==> src/rtl/kernel_config_loader.sv <==
// kernel_config_loader: fetches a kernel's coefficients from ROM into the shadow bank and commits them on a frame boundary
module kernel_config_loader #(
  parameter int SEL_W       = 3,
  parameter int COEF_W      = 8,
  parameter int TAPS        = 9,
  parameter int ROM_LATENCY = 1
) (
  input  logic              i_clk,
  input  logic              i_reset,
  input  logic [SEL_W-1:0]  i_kernel_sel,
  input  logic              i_frame_start,
  output logic [SEL_W+3:0]  o_rom_addr,
  input  logic [COEF_W-1:0] i_rom_data,
  output logic              o_coef_we,
  output logic [3:0]        o_coef_idx,
  output logic [COEF_W-1:0] o_coef_data,
  output logic              o_commit,
  output logic [SEL_W-1:0]  o_active_kernel,
  output logic              o_busy
);
  typedef enum logic [1:0] {IDLE, FETCH, WAIT_COMMIT} state_t;
  localparam logic [3:0] LAST = 4'(TAPS - 1);
  state_t            state;
  logic [SEL_W-1:0]  target;
  logic [3:0]        tap;
  logic              issue;
  logic              init_pending;
  logic [ROM_LATENCY-1:0] vld;
  logic [3:0]        idx_pipe [ROM_LATENCY];
  logic              start;
  // a select change while waiting for the frame restarts the fetch unless the commit happens first
  assign start = (state == IDLE && (init_pending || i_kernel_sel != o_active_kernel)) ||
                 (state == WAIT_COMMIT && !i_frame_start && i_kernel_sel != target);
  assign o_coef_we   = vld[ROM_LATENCY-1];
  assign o_coef_idx  = idx_pipe[ROM_LATENCY-1];
  assign o_coef_data = o_coef_we ? i_rom_data : '0;
  assign o_busy      = state != IDLE;
  always_ff @(posedge i_clk or posedge i_reset) begin
    if (i_reset) begin
      state           <= IDLE;
      target          <= '0;
      tap             <= '0;
      issue           <= 1'b0;
      init_pending    <= 1'b1;
      o_rom_addr      <= '0;
      o_commit        <= 1'b0;
      o_active_kernel <= '0;
      vld             <= '0;
      for (int i = 0; i < ROM_LATENCY; i++) idx_pipe[i] <= '0;
    end else begin
      o_commit    <= 1'b0;
      vld[0]      <= issue;
      idx_pipe[0] <= tap;
      for (int i = 1; i < ROM_LATENCY; i++) begin
        vld[i]      <= vld[i-1];
        idx_pipe[i] <= idx_pipe[i-1];
      end
      if (start) begin
        state      <= FETCH;
        target     <= i_kernel_sel;
        tap        <= '0;
        issue      <= 1'b1;
        o_rom_addr <= {i_kernel_sel, 4'd0};
      end else if (state == FETCH) begin
        if (issue && tap == LAST) issue <= 1'b0;
        else if (issue) begin
          tap        <= tap + 4'd1;
          o_rom_addr <= {target, tap + 4'd1};
        end
        if (o_coef_we && o_coef_idx == LAST) state <= WAIT_COMMIT;
      end else if (state == WAIT_COMMIT && i_frame_start) begin
        state           <= IDLE;
        o_commit        <= 1'b1;
        o_active_kernel <= target;
        init_pending    <= 1'b0;
      end
    end
  end
endmodule
==> config.mk <==
export PLATFORM = sky130hd
export DESIGN_NAME = kernel_config_loader
export DESIGN_NICKNAME = d
export VERILOG_FILES = /design/src/rtl/kernel_config_loader.sv
export SDC_FILE = /design/constraint.sdc
export NUM_CORES = 1
export LEC_CHECK = 0
export CAP_MARGIN = 30
export CORE_MARGIN = 2
export CORE_UTILIZATION = 39
export DETAILED_ROUTE_END_ITERATION = 6
export PLACE_DENSITY = 0.75
export SYNTH_ARGS = -nofsm -noshare
export SYNTH_HDL_FRONTEND = slang
export SYNTH_SLANG_ARGS = --single-unit
==> constraint.sdc <==
create_clock -name i_clk -period 1.76 [get_ports i_clk]
set_input_delay 0.176 -clock i_clk [delete_from_list [all_inputs] [get_ports i_clk]]
set_output_delay 0.176 -clock i_clk [all_outputs]
set_load 0.01 [all_outputs]
# ---- Word-level counts from Yosys, hierarchy flattened
# Index checks and enable logic that the tools add are counted.
dict set report totals {
  n_memories 0
  inputBits 14
  ram_bits 0
  romBits 0
  latchBits 0
  register_bits 27
}
dict set report op_classes {
  div 0
  n_reduce_logical 19
  order_cmp 0
  n_eq_ne 8
  n_shift 0
  bitwise_logic 2
  n_mux 19
  add_sub_neg 1
  mul 0
}
# cell count
set ops {}
lappend ops {{$mux 7} 4}
lappend ops {{$mux 4} 4}
lappend ops {{$eq 4x4->1 const B} 2}
lappend ops {{$mux 2} 4}
lappend ops {{$mux 8} 1}
lappend ops {{$reduce_bool 2->1} 4}
lappend ops {{$logic_and 1x1->1} 6}
lappend ops {{$mux 1} 6}
lappend ops {{$ne 3x3->1} 2}
lappend ops {{$reduce_and 3->1} 2}
lappend ops {{$add 4x1->4 const B} 1}
lappend ops {{$reduce_and 2->1} 2}
lappend ops {{$ne 3x2->1 const B} 1}
lappend ops {{$reduce_bool 3->1} 1}
lappend ops {{$eq 2x1->1 const B} 1}
lappend ops {{$eq 2x2->1 const B} 1}
lappend ops {{$logic_not 2->1} 1}
lappend ops {{$logic_or 1x1->1} 2}
lappend ops {{$ne 2x2->1 const B} 1}
lappend ops {{$not 1->1} 2}
lappend ops {{$logic_not 1->1} 1}

# ---- Depth between registers and ports, before layout
dict set report logic_depth {
  word_depth 6
  ltp_mapped 7
  depth_no_buf 6
}

# ---- Least setup slack after synthesis
# No wires, ideal clock.
dict set report synth_timing {
  kind {register -> register}
  from {register, netlist name o_rom_addr[0]}
  to {register o_rom_addr[4]}
  setup_slack_ps 43
  setup_ps 125
  t_arrival_ps 1592
  n_path_buf 1
  required_time_ps 1635
  synth_period_minus_slack_ps 1717
  path_stages_with_launch 8
  cell_sequence {dfrtp_1 > inv_1 > ha_1 > nand3b_1 > and2_4 > buf_6 > mux2_4 > mux2_4}
}
# element line
set synth_rtl {}
lappend synth_rtl {{end signal, assigned} 63} ;# o_rom_addr <= {i_kernel_sel, 4'd0};
lappend synth_rtl {{end signal, assigned} 68} ;# o_rom_addr <= {target, tap + 4'd1};
lappend synth_rtl {{end, declared} 12} ;# output logic [SEL_W+3:0] o_rom_addr,

==> flow_summary.json <==
{
  "cts_max_level": 1,
  "rsz0062_at_grt": "false",
  "criticalPathCategory": "register to register",
  "cts.sinks": 23,
  "synthFlopType": "dfrtp_1",
  "cts-root-buf": "clkbuf_4",
  "critPathRequiredTime_ps": 1970,
  "max_freq_ghz": 0.6105,
  "syn_area_per_cell_sq_um": 12.67,
  "grt_use_total": 0.1487,
  "drcViolationCount": 0,
  "grt_overflow": 0,
  "cp_data_arrival_time_ps": 1850,
  "vias_per_cell": 5.030,
  "synth_top_cell_by_area": "dfrtp_1",
  "postLayoutCoreUtil": 0.5849,
  "outcome": "completed",
  "startpoint_type": "register",
  "grt_max_degree": 24,
  "synth_area_leaders": "dfrtp_1, mux2_4, mux2_2, xnor2_1, and2_1",
  "wirelength_um": 2280,
  "slew_headroom": 0.8096,
  "yosys_warnings": 0,
  "hpwl_um": 1758,
  "ant_nets": 0,
  "setup_violations": 0,
  "worst_r2r_endpoint": "o_rom_addr[4]",
  "finalMaxSlewViolations": 0,
  "multiInputGateArea_sq_um": 488.0,
  "hold_viol": 0,
  "gp_congestion": 0.7648,
  "rr_worst_depth": 6,
  "skew_ps": 5.628,
  "fill_cells": 231,
  "start_util": 0.4067,
  "antenna_found_initial": 0,
  "first_pass_iters": 4,
  "path_max_fanout": 5,
  "r2r_setup_slack_ps": 120,
  "synth_edf_count": 0,
  "die_area_sq_mm": 0.003268,
  "regArea_sq_um": 578.1,
  "end_kind": "register",
  "synth_most_common_cell": "dfrtp_1",
  "layout-drive-gt1-share": 0.2164,
  "ys_ff_latch": 23,
  "period_share": 0.9307,
  "dieWidth_um": 57.17,
  "tightest_slew_ps": 285.7,
  "synth_cell_types": 29,
  "drt_iter0_drc": 28,
  "wire_per_inst_um": 13.82,
  "ir_worst_vdd_v": 0.0004714,
  "row_count": 19,
  "final.min_clock_period_ps": 1638,
  "ios": 39,
  "syn_to_final_growth_pct": 43.81,
  "slowest_stage": "dfrtp_1",
  "powerDensity_mw_per_mm2": 574.1,
  "portBuffers": 38,
  "fin_nets": 151,
  "synth_common_cells": "dfrtp_1, and2_1, xnor2_1",
  "grt_pass1_wl_um": 3670,
  "final_area_sq_mm": 0.001585,
  "async_flop_share": 1.000,
  "clkSlewWorstSetupHoldPaths_ps": 130,
  "cts_tree": "done",
  "grt_pass1_vias": 780,
  "syn-cell-area_sq_mm": 0.001102,
  "ys_seq_area_frac": 0.5233,
  "crit_family": "multiplexers",
  "chipHeight_um": 57.17,
  "routed-via-count": 830,
  "startpoint": "o_rom_addr[1]",
  "ctsHoldBuffers": 0,
  "reg2reg_from": "o_rom_addr[1]",
  "cp_num_buf_inv": 1,
  "place_area_sq_mm": 0.001555,
  "synth_cells": 87,
  "leakagePower_nw": 0.6824,
  "diodes": 0,
  "maxCapViolations": 0,
  "cts_buffers": 3,
  "core_area_sq_mm": 0.002710,
  "hold_class": "input pin to async pin",
  "max_stage_delay_ps": 380,
  "worstPathCellList": "inv_1 -> ha_1 -> nand3b_1 -> and2_4 -> mux2_4 -> mux2_4",
  "crit_top_cell": "mux2_4",
  "yosysTopAreaCellShare": 0.4994,
  "clock_latency_ps": 310,
  "clockBufferDepth": 2,
  "synth_fp_nets": 103
}
## metal layers
layer	vias up	track usage	part of all wire	wire, um
met5	-	0	0	0
li1	394	-	-	-
met4	0	0.05980	0.0057	13
met1	403	0.1962	0.44	1008
met3	2	0.04535	0.069	158
met2	31	0.2299	0.48	1100
## power breakdown
group | internal (W) | switching [W] | total, W
Clock | 0.0000867 | 0.000164 | 0.000251
Sequential | 0.000535 | 0.00000630 | 0.000542
Combinational | 0.0000745 | 0.0000432 | 0.000118
## state kept, by name, indices dropped and copies added, names as in the netlist
name	count
init_pending	1
o_commit	1
o_coef_idx	4
o_coef_we	1
o_rom_addr	7
target	3
o_active_kernel	3
state	2
issue	1
## layout by cell type, fill, tap and decap left out
cell type / count
clkdlybuf4s50_1: 37
dfrtp_1: 21
and2_1: 9
xnor2_1: 7
buf_4: 7
mux2_2: 6
a21oi_1: 6
mux2_4: 6
inv_1: 5
clkbuf_4: 3
nand4_1: 2
nand3_1: 2
xor2_1: 2
ha_1: 2
nor2_1: 1
a21o_1: 1
a41oi_2: 1
nand2_2: 1
nand4b_1: 1
or4b_1: 1
nor3b_1: 1
nand3b_1: 1
and3b_1: 1
and2_4: 1
o21ai_0: 1
or2_2: 1
mux2i_1: 1
o31ai_1: 1
nand2_1: 1
clkinvlp_4: 1
dfstp_2: 1
dfrtp_2: 1
dlygate4sd2_1: 1
## layout make-up
cell class | count | area share
sequential | 23 | 0.3646
multi-input combinational | 57 | 0.3078
timing repair buffer | 45 | 0.2723
tap | 31 | 0.02447
clock buffer | 3 | 0.01421
inverter | 5 | 0.01184
clock inverter | 1 | 0.004736
## worst max path at each step
| stage | to | depth (start not counted) |
|---|---|---|
| global placement | target[0] | 5 |
| CTS | o_coef_data[5] | 2 |
| finish | o_rom_addr[4] | 6 |
| detailed placement | target[1] | 5 |
| floorplan | o_rom_addr[4] | 7 |
| global route | o_rom_addr[6] | 6 |
## logic make-up after synthesis
| logic type | count (synthesis) | share of synthesized area |
|---|---|---|
| flops | 23 | 0.5233 |
| buf+inv | 7 | 0.03406 |
| simple gates | 23 | 0.1362 |
| xor+xnor | 9 | 0.07151 |
| compound gates | 10 | 0.06016 |
| mux | 13 | 0.1521 |
| fa+ha+maj | 2 | 0.02270 |
## through the flow
step                TNS [ps]  total power, W  hold slack (ps)  worst slack (ps)  std cells
finish                     0       0.0009100            181.2             122.0        165
global placement           0       0.0006682            380.9             17.56        161
CTS                        0       0.0009199            183.7             55.76        165
detailed placement    -17.51       0.0006708            396.9            -11.49        161
floorplan                  0       0.0006001            177.2             43.02         87
global route               0       0.0009524            223.2             26.63        165
## worst reg2reg max path: stages (launching register included)
cell and delay (ps):
dfrtp_1 380, inv_1 50, ha_1 170, nand3b_1 130, and2_4 230, mux2_4 320
mux2_4 250
## repair_timing
item / 4_1_cts / 5_1_grt
buffers inserted: 0 / 0
gates resized for setup: 1 / 1
gates cloned: 0 / 0
setup endpoints to repair: 1 / 2
No activity file was read; power rests on OpenSTA's default activity.
